## src/rtl/controller_pipeline.sv

```systemverilog
// Pipelined RV32I main controller: D-stage decode, D/E, E/M, M/W control registers, hazard and forward logic.
// Optional macro ILLEGAL_TRAP_EN: sticky illegal_e plus flush on an illegal instruction in E.
module controller_pipeline #(
  parameter int REG_ADDR_W         = 5,
  parameter bit ZERO_REG_HARDWIRED = 1'b1
) (
  input  logic                  clk,
  input  logic                  rst_n,
  input  logic [31:0]           instr_d,
  input  logic                  cond_true_e,
  output logic [2:0]            imm_src_d,
  output logic                  stall_f,
  output logic                  stall_d,
  output logic                  flush_d,
  output logic                  alu_src_e,
  output logic                  alu_a_pc_e,
  output logic [1:0]            alu_op_e,
  output logic [2:0]            f3_e,
  output logic                  f7b5_e,
  output logic [1:0]            forward_a_e,
  output logic [1:0]            forward_b_e,
  output logic [1:0]            pc_src_e,
  output logic                  mem_write_m,
  output logic [REG_ADDR_W-1:0] rd_m,
  output logic                  reg_write_w,
  output logic [1:0]            result_src_w,
  output logic [REG_ADDR_W-1:0] rd_w,
  output logic                  illegal_e
);

  logic [6:0] op_d;
  logic [2:0] f3_d;
  logic [REG_ADDR_W-1:0] rs1_d, rs2_d, rd_d;
  logic rw_d, alu_src_d, alu_a_pc_d, mw_d, branch_d, jump_d, jalr_d, illegal_d;
  logic [1:0] alu_op_d, rsrc_d;

  logic rw_e, mw_e, branch_e, jump_e, jalr_e, ill_in_e;
  logic [1:0] rsrc_e;
  logic [REG_ADDR_W-1:0] rs1_e, rs2_e, rd_e;
  logic rw_m;
  logic [1:0] rsrc_m;
  logic lw_stall, taken, flush_e, trap_flush;

  assign op_d  = instr_d[6:0];
  assign f3_d  = instr_d[14:12];
  assign rd_d  = REG_ADDR_W'(instr_d[11:7]);
  assign rs1_d = REG_ADDR_W'(instr_d[19:15]);
  assign rs2_d = REG_ADDR_W'(instr_d[24:20]);

  function automatic logic reg_match(input logic [REG_ADDR_W-1:0] a, input logic [REG_ADDR_W-1:0] b);
    return (a == b) && !(ZERO_REG_HARDWIRED && (a == '0));
  endfunction

  always_comb begin
    rw_d = 1'b0; imm_src_d = 3'b000; alu_src_d = 1'b0; alu_a_pc_d = 1'b0;
    alu_op_d = 2'b00; rsrc_d = 2'b00; mw_d = 1'b0;
    branch_d = 1'b0; jump_d = 1'b0; jalr_d = 1'b0; illegal_d = 1'b0;
    case (op_d)
      7'd51:  begin rw_d = 1'b1; alu_op_d = 2'b10; end
      7'd3:   begin rw_d = 1'b1; alu_src_d = 1'b1; rsrc_d = 2'b01; end
      7'd19:  begin rw_d = 1'b1; alu_src_d = 1'b1; alu_op_d = 2'b11; end
      7'd35:  begin imm_src_d = 3'b001; alu_src_d = 1'b1; mw_d = 1'b1; end
      7'd99:  begin
        // f3 010/011 are not branch types; treat like an unknown opcode
        if (f3_d == 3'b010 || f3_d == 3'b011) illegal_d = 1'b1;
        else begin imm_src_d = 3'b010; alu_op_d = 2'b01; branch_d = 1'b1; end
      end
      7'd111: begin rw_d = 1'b1; imm_src_d = 3'b011; rsrc_d = 2'b10; jump_d = 1'b1; end
      7'd103: begin rw_d = 1'b1; alu_src_d = 1'b1; rsrc_d = 2'b10; jalr_d = 1'b1; end
      7'd55:  begin rw_d = 1'b1; imm_src_d = 3'b100; rsrc_d = 2'b11; end
      7'd23:  begin rw_d = 1'b1; imm_src_d = 3'b100; alu_src_d = 1'b1; alu_a_pc_d = 1'b1; end
      default: illegal_d = 1'b1;
    endcase
  end

  always_comb begin
    if (jalr_e)                                   pc_src_e = 2'b10;
    else if (jump_e || (branch_e && cond_true_e)) pc_src_e = 2'b01;
    else                                          pc_src_e = 2'b00;
  end

  assign taken    = (pc_src_e != 2'b00);
  assign lw_stall = (rsrc_e == 2'b01) && rw_e && (reg_match(rd_e, rs1_d) || reg_match(rd_e, rs2_d));
`ifdef ILLEGAL_TRAP_EN
  assign trap_flush = ill_in_e;
`else
  assign trap_flush = 1'b0;
`endif
  assign stall_f = lw_stall;
  assign stall_d = lw_stall;
  assign flush_e = lw_stall | taken | trap_flush;
  assign flush_d = taken | trap_flush;

  always_comb begin
    forward_a_e = 2'b00;
    if (rw_m && reg_match(rd_m, rs1_e))      forward_a_e = 2'b10;
    else if (reg_write_w && reg_match(rd_w, rs1_e)) forward_a_e = 2'b01;
    forward_b_e = 2'b00;
    if (rw_m && reg_match(rd_m, rs2_e))      forward_b_e = 2'b10;
    else if (reg_write_w && reg_match(rd_w, rs2_e)) forward_b_e = 2'b01;
  end

  always_ff @(posedge clk or negedge rst_n) begin
    if (!rst_n) begin
      rw_e <= 1'b0; rsrc_e <= 2'b00; mw_e <= 1'b0; branch_e <= 1'b0; jump_e <= 1'b0;
      jalr_e <= 1'b0; alu_src_e <= 1'b0; alu_a_pc_e <= 1'b0; alu_op_e <= 2'b00;
      f3_e <= 3'b000; f7b5_e <= 1'b0; rs1_e <= '0; rs2_e <= '0; rd_e <= '0; ill_in_e <= 1'b0;
      rw_m <= 1'b0; rsrc_m <= 2'b00; mem_write_m <= 1'b0; rd_m <= '0;
      reg_write_w <= 1'b0; result_src_w <= 2'b00; rd_w <= '0;
    end else begin
      if (flush_e) begin
        rw_e <= 1'b0; rsrc_e <= 2'b00; mw_e <= 1'b0; branch_e <= 1'b0; jump_e <= 1'b0;
        jalr_e <= 1'b0; alu_src_e <= 1'b0; alu_a_pc_e <= 1'b0; alu_op_e <= 2'b00;
        f3_e <= 3'b000; f7b5_e <= 1'b0; rs1_e <= '0; rs2_e <= '0; rd_e <= '0; ill_in_e <= 1'b0;
      end else begin
        rw_e <= rw_d; rsrc_e <= rsrc_d; mw_e <= mw_d; branch_e <= branch_d; jump_e <= jump_d;
        jalr_e <= jalr_d; alu_src_e <= alu_src_d; alu_a_pc_e <= alu_a_pc_d; alu_op_e <= alu_op_d;
        f3_e <= f3_d; f7b5_e <= instr_d[30]; rs1_e <= rs1_d; rs2_e <= rs2_d; rd_e <= rd_d;
        ill_in_e <= illegal_d;
      end
      rw_m <= rw_e; rsrc_m <= rsrc_e; mem_write_m <= mw_e; rd_m <= rd_e;
      reg_write_w <= rw_m; result_src_w <= rsrc_m; rd_w <= rd_m;
    end
  end

`ifdef ILLEGAL_TRAP_EN
  always_ff @(posedge clk or negedge rst_n) begin
    if (!rst_n)                     illegal_e <= 1'b0;
    else if (illegal_d && !flush_e) illegal_e <= 1'b1;
  end
`else
  assign illegal_e = 1'b0;
`endif

  logic unused_bits;
  assign unused_bits = ^{instr_d[31], instr_d[29:25], ill_in_e};

endmodule

```

## config.mk

```make
export PLATFORM = sky130hd
export DESIGN_NAME = controller_pipeline
export DESIGN_NICKNAME = d
export VERILOG_FILES = /design/src/rtl/controller_pipeline.sv
export SDC_FILE = /design/constraint.sdc
export NUM_CORES = 1
export LEC_CHECK = 0
export CAP_MARGIN = 20
export CORE_MARGIN = 2
export CORE_UTILIZATION = 48
export CTS_CLUSTER_DIAMETER = 200
export CTS_CLUSTER_SIZE = 12
export DETAILED_ROUTE_END_ITERATION = 7
export PLACE_DENSITY = 0.89
export SYNTH_ARGS = -nofsm -noshare
export SYNTH_HDL_FRONTEND = slang
export SYNTH_SLANG_ARGS = --single-unit
export TNS_END_PERCENT = 100
```

## constraint.sdc

```tcl
create_clock -name clk -period 4.89 [get_ports clk]
set_input_delay 1.467 -clock clk [delete_from_list [all_inputs] [get_ports clk]]
set_output_delay 1.467 -clock clk [all_outputs]
set_load 0.05 [all_outputs]
```

# --- Yosys cells after proc, flatten, opt, wreduce, memory -nomap -nowiden ---
# Cells that the tools add are included.
totals:
  elab_cells: 100
  ff_bits: 47
  in_bits: 35
op_classes:
  muxes: 33
  eq_ne: 18
  n_bitwise: 1
  reduce_logical: 27
ops:
  columns: ["op", "count"]
  rows:
  - ["$eq A5 B5 Y1", 6]
  - ["$eq A7 B6 Y1 const B", 3]
  - ["$eq A7 B7 Y1 const B", 3]
  - ["$mux W1", 20]
  - ["$logic_not A5 Y1", 3]
  - ["$mux W5", 3]
  - ["$eq A7 B5 Y1 const B", 2]
  - ["$logic_and A1 B1 Y1", 13]
  - ["$mux W2", 6]
  - ["$pmux W2 S3", 2]
  - ["$pmux W3 S4", 1]
  - ["$eq A7 B2 Y1 const B", 1]
  - ["$reduce_or A7 Y1", 1]
  - ["$eq A3 B2 Y1 const B", 2]
  - ["$reduce_or A5 Y1", 1]
  - ["$reduce_or A2 Y1", 2]
  - ["$logic_not A1 Y1", 3]
  - ["$logic_or A1 B1 Y1", 3]
  - ["$mux W3", 1]
  - ["$eq A2 B1 Y1 const B", 1]
  - ["$reduce_bool A2 Y1", 1]
  - ["$or A1 B1 Y1", 1]

# --- Logic depth before layout (Yosys ltp) ---
# Gate-level depths: netlist of run 1.
logic_depth:
  word_depth: 7
  depth_mapped: 7

# --- Worst setup path before layout of run 1 ---
# Ideal clock, no wire load.
synth_path:
  path_type: "flip-flop to output port"
  from: "reg rd_m[1]"
  to: "out forward_a_e[0]"
  path_stages_with_launch: 5
  setup_slack_ns: 0.297
  path_buffers: 0
  t_arrival_ns: 3.126
  path_cell_list: "dfrtp_1 > or4_1 > o21ai_2 > nor4_1 > nor4_2"
synth_via:
  elab_chain_len: 5
  word_cells_on_any_way: 6
  classes_between: "eq/ne: 1; mux: 1; reduce/logical: 4"
synth_rtl:
  columns: ["item", "line_no", "source"]
  rows:
  - ["start, declared", "24", "output logic [REG_ADDR_W-1:0] rd_m,"]
  - ["start signal, assigned", "121", "rw_m <= rw_e; rsrc_m <= rsrc_e; mem_write_m <= mw_e; rd_m <= rd_e;"]
  - ["$logic_not A5 Y1", "51", "return (a == b) && !(ZERO_REG_HARDWIRED && (a == '0));"]
  - ["$logic_not A1 Y1", "51", null]
  - ["$logic_and A1 B1 Y1 *", "51", null]
  - ["$logic_and A1 B1 Y1 *", "96", "if (rw_m && reg_match(rd_m, rs1_e)) forward_a_e = 2'b10;"]
  - ["$mux W2 *", "96", null]
  - ["end, declared", "20", "output logic [1:0] forward_a_e,"]
# Every way passes the cells marked *; elsewhere a longest branch is shown, timed or not.

# --- Final worst setup path of run 1 ---
layout_path:
  from: "in instr_d[2]"
  to: "out imm_src_d[2]"
layout_via:
  elab_chain_len: 3
  word_cells_on_any_way: 7
  classes_between: "eq/ne: 5; mux: 1; reduce/logical: 1"
layout_rtl:
  columns: ["item", "line_no", "source"]
  rows:
  - ["start, declared", "9", "input logic [31:0] instr_d,"]
  - ["$eq A7 B6 Y1 / $eq A7 B5 Y1 (equally long branches)", "58", "case (op_d)"]
  - ["$reduce_or A2 Y1 (no source line)", null, null]
  - ["$pmux W3 S4 *", "58", null]
  - ["end, declared", "11", "output logic [2:0] imm_src_d,"]
# Marked as above.

==> results of run 1 <==
==> logic make-up (layout without fill, tap and decap cells) <==
family,Yosys count,in the layout,synth area share
compound gates,14,14,0.0466
xor+xnor,30,30,0.127
buf+inv,16,77,0.0363
flops,47,47,0.569
other cells,1,1,0.00181
simple gates,71,71,0.220
==> through the flow <==
| stage | std cells | power (W) | hold WS (ns) | area, um^2 |
|---|---|---|---|---|
| 2_1_floorplan | 179 | 0.000495 | 0.331 | 2070 |
| 3_3_place_gp | 281 | 0.000551 | 0.336 | 2720 |
| 3_5_place_dp | 281 | 0.000554 | 0.336 | 2720 |
| 4_1_cts | 289 | 0.000805 | 0.357 | 2830 |
| 5_1_grt | 290 | 0.000832 | 0.369 | 2850 |
| 6_report | 290 | 0.000798 | 0.355 | 2850 |
==> cells in the final DEF (no fill, tap or decap), types with 3 or more instances in the layout <==
cell type,Yosys,routed
clkdlybuf4s50_1,0,55
or4_1,4,4
and3_1,24,24
a21oi_1,4,4
nor2_1,8,8
inv_1,4,4
nand3_1,5,5
buf_12,0,4
xor2_1,18,18
nand2_1,4,4
o21ai_0,3,3
dfrtp_1,47,47
nor3_1,6,6
xnor2_1,12,12
clkbuf_8,0,7
nor4_1,3,3
nor2b_1,3,3
buf_4,3,5
nor4b_1,5,5
==> state kept, by name, indices dropped and copies added (netlist names) <==
signal / count
reg_write_w: 1
rsrc_e: 2
rs1_e: 5
alu_op_e: 2
result_src_w: 2
rd_m: 5
rs2_e: 5
rd_e: 5
rsrc_m: 2
mw_e: 1
branch_e: 1
alu_a_pc_e: 1
rd_w: 5
rw_e: 1
jump_e: 1
f3_e: 3
rw_m: 1
mem_write_m: 1
alu_src_e: 1
jalr_e: 1
f7b5_e: 1
==> path summary, 6_finish.rpt <==
| kind | startpoint | end | slack [ns] | cells after the start |
|---|---|---|---|---|
| setup / recovery | instr_d[2] | imm_src_d[2] | 0.48 | 4 |
| hold / removal | rsrc_m[0] | result_src_w[0] | 0.35 | 0 |
| setup reg to reg | rd_e[2] | rs2_e[1] | 3.29 | 6 |
| hold reg to reg | rsrc_m[0] | result_src_w[0] | 0.35 | 0 |
| max in group asynchronous | rst_n | rsrc_e[1] | 3.49 | 2 |
| min in group asynchronous | rst_n | result_src_w[1] | 0.97 | 1 |
==> power groups by stage <==
| stage | combinational [W] | sequential [W] | clock, W |
|---|---|---|---|
| after floorplan | 0.0000438 | 0.000451 | 0 |
| after global placement | 0.000123 | 0.000428 | 0 |
| after detailed placement | 0.000125 | 0.000429 | 0 |
| after CTS | 0.000126 | 0.000421 | 0.000257 |
| after global routing | 0.000136 | 0.000424 | 0.000272 |
| final | 0.000127 | 0.000421 | 0.000250 |
==> layer usage <==
layer	track usage	routed length, um
met4	0.0705	70
met5	0	0
met1	0.222	1760
met2	0.340	2270
met3	0.0509	229
==> cell usage after synthesis <==
master    count
o21ai_1       1
and4b_1       1
or3_1         1
a21oi_1       4
nand3_1       5
xnor2_1      12
or4_1         4
nor4_2        2
o21ai_0       3
a211oi_1      1
clkbuf_1      6
xor2_1       18
buf_2         1
buf_4         3
and4_1        2
o21ai_2       2
nor4_4        1
and3_1       24
clkbuf_2      2
or2_1         1
nor3_1        6
conb_1        1
nor4b_1       5
o2111a_1      2
nand2_1       4
nor2b_1       3
nor4_1        3
nand4_1       1
a22o_1        1
inv_1         4
dfrtp_1      47
nor2_1        8
==> cell type report <==
| cell class | count | area (um^2) |
|---|---|---|
| Clock buffer | 7 | 96.3 |
| Clock inverter | 1 | 7.51 |
| Fill cell | 306 | 1240 |
| Inverter | 4 | 15.0 |
| Multi-Input combinational cell | 116 | 817 |
| Sequential cell | 47 | 1180 |
| Tap cell | 50 | 62.6 |
| Timing Repair Buffer | 65 | 673 |
==> critical path: stages <==
cell,delay (ns)
clkdlybuf4s50_1,0.71
inv_1,0.14
nor4_4,0.43
buf_12,0.19
==> run summary, run 1 <==
outcome: finished, final reports clean
Fmax: 227 MHz
Sw Share: 0.261
Post-DRT Antenna Nets: 0
setup skew after layout: 0.00799 ns
cts repair resizes: 0
first-pass GRT wire length: 7.18 mm
Critical Path Start Type: input pin
drt pass-1 iters: 4
core area: 4090 um^2
Rel. slew slack: 0.653
Residual DRC: 0
num rows: 23
Reg power frac: 0.527
Synth Cell Area: 2070 um^2
total leakage power: 1.25 nW
vias per cell: 5.25
I/O Buffers: 62
initial antenna violation count: 0
post-synthesis sequential element count: 47
clock tree from TritonCTS: built
Wirelength per Cell: 14.9 um
DP Worst Slack: 0.494 ns
Worst-path clk slew: 0.08 ns
worst-path maximum fanout: 14
Die X: 69.6 um
Net Switching: 0.000208 W
Synth top area share: 0.569
Hold Path Class: register to register
post-CTS setup repair buffer count: 0
Total GRT Usage: 0.192
Initial Util: 0.506
Area growth syn-to-layout: 37.7%
sequential fraction of the synthesis area: 0.569
final core utilization: 0.697
Syn Nets: 214
combinational fraction of design power: 0.159
# nets final: 274
clock share of power: 0.314
Slew @ Worst Pin: 0.519 ns
clk root buf: clkbuf_8
max-slew violations: 0
Ys Warns: 0
Worst EP required: 3.42 ns
critical path capture point type: output port
Avg Inst Size Synth: 11.6 um^2
Setup TNS: 0 ns
diodes inserted: 0
vias in the first global route: 1469
TritonCTS Buffers: 5
CTS Hold Buffers Added: 0
Finish-stage setup viols: 0
final hold vios: 0
WS Path Type: input pin to output port
RSZ-0062 raised after global routing: false
Power Internal: 0.000590 W
H-tree levels: 2
reported max-cap violation count: 0
top cells by area, synth: dfrtp_1 57%, xor2_1 7.6%, and3_1 7.3%
synthesized instance count: 179
vias: 1523
period utilisation layout: 0.902
Worst Path Arrival: 2.95 ns
fin crit period: 4.41 ns
largest net degree at the start of global routing: 48
setup slack after layout: 0.477 ns
HPWL Detailed: 3.19 mm
Top Ports: 70
Yosys cell types: 32
worst-skew pair later-pin latency: 0.30 ns
GP Congestion: 0.906
Yosys top cell by area: dfrtp_1
layout cells sized above 1: 0.0958
initial DRC count: 43
Power per Cell Area: 280 nW/um^2
total gr overflow: 0
clk sink count: 47
worst vdd ir: 129 uV
die height: 69.6 um
CTS max path bufs: 2
Total Die Area: 4850 um^2
DRT Wirelength: 4.34 mm
(Power assumes the default switching activity.)
==> run 2: changes to the inputs <==
==> constraint.sdc (replaced) <==
create_clock -name clk -period 4.89 [get_ports clk]
set_input_delay 1.467 -clock clk [delete_from_list [all_inputs] [get_ports clk]]
set_output_delay 1.467 -clock clk [all_outputs]
set_load 0.005 [all_outputs]
==> run summary, run 2 (same netlist as run 1, synthesis figures left out) <==
vias per cell: 5.29 (+0.81%)
RR Startpoint: rd_e[1]
cts repair resizes: 0 (unchanged)
Worst-path clk slew: 0.07 ns (about the same)
DRT Wirelength: 4.36 mm (+0.51%)
final hold vios: 0 (unchanged)
RSZ-0062 raised after global routing: false
TritonCTS Buffers: 5 (unchanged)
H-tree levels: 2 (unchanged)
delay-heaviest family, CP: buffers and inverters
I/O Buffers: 62 (unchanged)
clk sink count: 47 (unchanged)
Fmax: 217 MHz (-4.4%)
diodes inserted: 0 (unchanged)
worst setup path start: instr_d[0]
outcome: finished, final reports clean
drt pass-1 iters: 4 (unchanged)
total gr overflow: 0 (unchanged)
Worst EP required: 3.42 ns (about the same)
CTS Hold Buffers Added: 0 (unchanged)
layout cells sized above 1: 0.0785 (-0.0173)
initial DRC count: 53 (+23%)
post-CTS setup repair buffer count: 0 (unchanged)
largest net degree at the start of global routing: 48 (unchanged)
num rows: 23 (unchanged)
critical path capture point type: output port
Finish-stage setup viols: 0 (unchanged)
Total Die Area: 4850 um^2 (unchanged)
setup skew after layout: 0.00460 ns (-0.00339 ns)
critical hold path startpoint: rsrc_m[1]
Power per Cell Area: 264 nW/um^2 (-6.0%)
die height: 69.6 um (unchanged)
CP bufs+invs: 2 (-1)
CP max stage cell: clkdlybuf4s50_1
Critical Path Start Type: input pin
Worst Path Arrival: 3.15 ns (+0.20 ns)
Initial Util: 0.506 (unchanged)
Top Ports: 70 (unchanged)
commonest non-fill, non-tap cell in the layout: clkdlybuf4s50_1
Post-DRT Antenna Nets: 0 (unchanged)
CP peak stage delay: 0.55 ns (-0.16 ns)
HPWL Detailed: 3.23 mm (+1.2%)
total leakage power: 1.24 nW (-0.76%)
clock tree from TritonCTS: built
vias in the first global route: 1570 (+6.9%)
Wirelength per Cell: 14.9 um (-0.18%)
Crit path top cell by count: clkdlybuf4s50_1
period utilisation layout: 0.944 (+0.0416)
core area: 4090 um^2 (unchanged)
initial antenna violation count: 0 (unchanged)
most frequent cells in the layout: 61 x clkdlybuf4s50_1, 47 x dfrtp_1, 24 x and3_1, 18 x xor2_1, 12 x xnor2_1
clk root buf: clkbuf_8
worst vdd ir: 138 uV (+7.1%)
Post-Layout Inst Area: 2830 um^2 (-0.57%)
max-slew violations: 0 (unchanged)
Setup TNS: 0 ns (unchanged)
Slew @ Worst Pin: 0.516 ns (-0.00251 ns)
Total GRT Usage: 0.193 (+0.00101)
Area after DPL: 2720 um^2 (unchanged)
# nets final: 277 (+1.1%)
CTS max path bufs: 2 (unchanged)
critical-path cell list: clkdlybuf4s50_1 -> nand2_1 -> or2_1 -> nor4_4 -> clkdlybuf4s50_1
first-pass GRT wire length: 7.42 mm (+3.5%)
Rel. slew slack: 0.653 (about the same)
Die X: 69.6 um (unchanged)
Residual DRC: 0 (unchanged)
Hold Path Class: register to register
Area growth syn-to-layout: 36.9%
worst-skew pair later-pin latency: 0.29 ns (about the same)
fin crit period: 4.62 ns (+0.203 ns)
vias: 1546 (+1.5%)
worst-path maximum fanout: 6 (-8)
WS Path Type: input pin to output port
GP Congestion: 0.912 (+0.64%)
reported max-cap violation count: 0 (unchanged)
-- run 2: routing by layer --
metal / vias to the layer above / track usage / routed length (um)
li1: 742 / - / -
met1: 748 / 0.231 / 1790
met2: 49 / 0.340 / 2270
met3: 7 / 0.0422 / 230
met4: 0 / 0.0705 / 72
met5: - / 0 / 0
-- run 2: power breakdown --
part | switching (W) | total, W | internal (W) | leakage (nW)
clock | 0.000116 | 0.000227 | 0.000111 | 0.0470
sequential | 0.0000169 | 0.000421 | 0.000404 | 0.589
combinational | 0.0000397 | 0.0000987 | 0.0000590 | 0.603
-- run 2: layout make-up --
type | instances | area [um^2]
well taps | 50 | 62.6
repair buffers | 68 | 673
flip-flops and latches | 47 | 1180
inverters | 4 | 15.0
clock buffers | 6 | 82.6
multi-input cells | 116 | 817
fillers | 312 | 1250
clock inverters | 1 | 5.00
-- run 2: through the flow --
stage | power [W] | hold slack, ns | std cells | utilization | worst slack (ns)
2_1_floorplan | 0.000466 | 0.331 | 179 | - | 1.06
3_3_place_gp | 0.000522 | 0.336 | 284 | 0.667 | 0.293
5_1_grt | 0.000783 | 0.370 | 292 | 0.693 | 0.130
3_5_place_dp | 0.000526 | 0.335 | 284 | 0.667 | 0.272
4_1_cts | 0.000754 | 0.352 | 291 | 0.688 | 0.254
6_report | 0.000746 | 0.353 | 292 | 0.693 | 0.274
-- run 2: worst paths after layout --
kind / endpoint / slack [ns] / depth (start not counted)
worst max-delay path: imm_src_d[2] / 0.27 / 5
worst min-delay path: result_src_w[1] / 0.35 / 0
worst max register to register: alu_a_pc_e / 3.27 / 6
worst min register to register: result_src_w[1] / 0.35 / 0
max in group asynchronous: rs2_e[4] / 3.50 / 2
min in group asynchronous: result_src_w[1] / 0.97 / 1
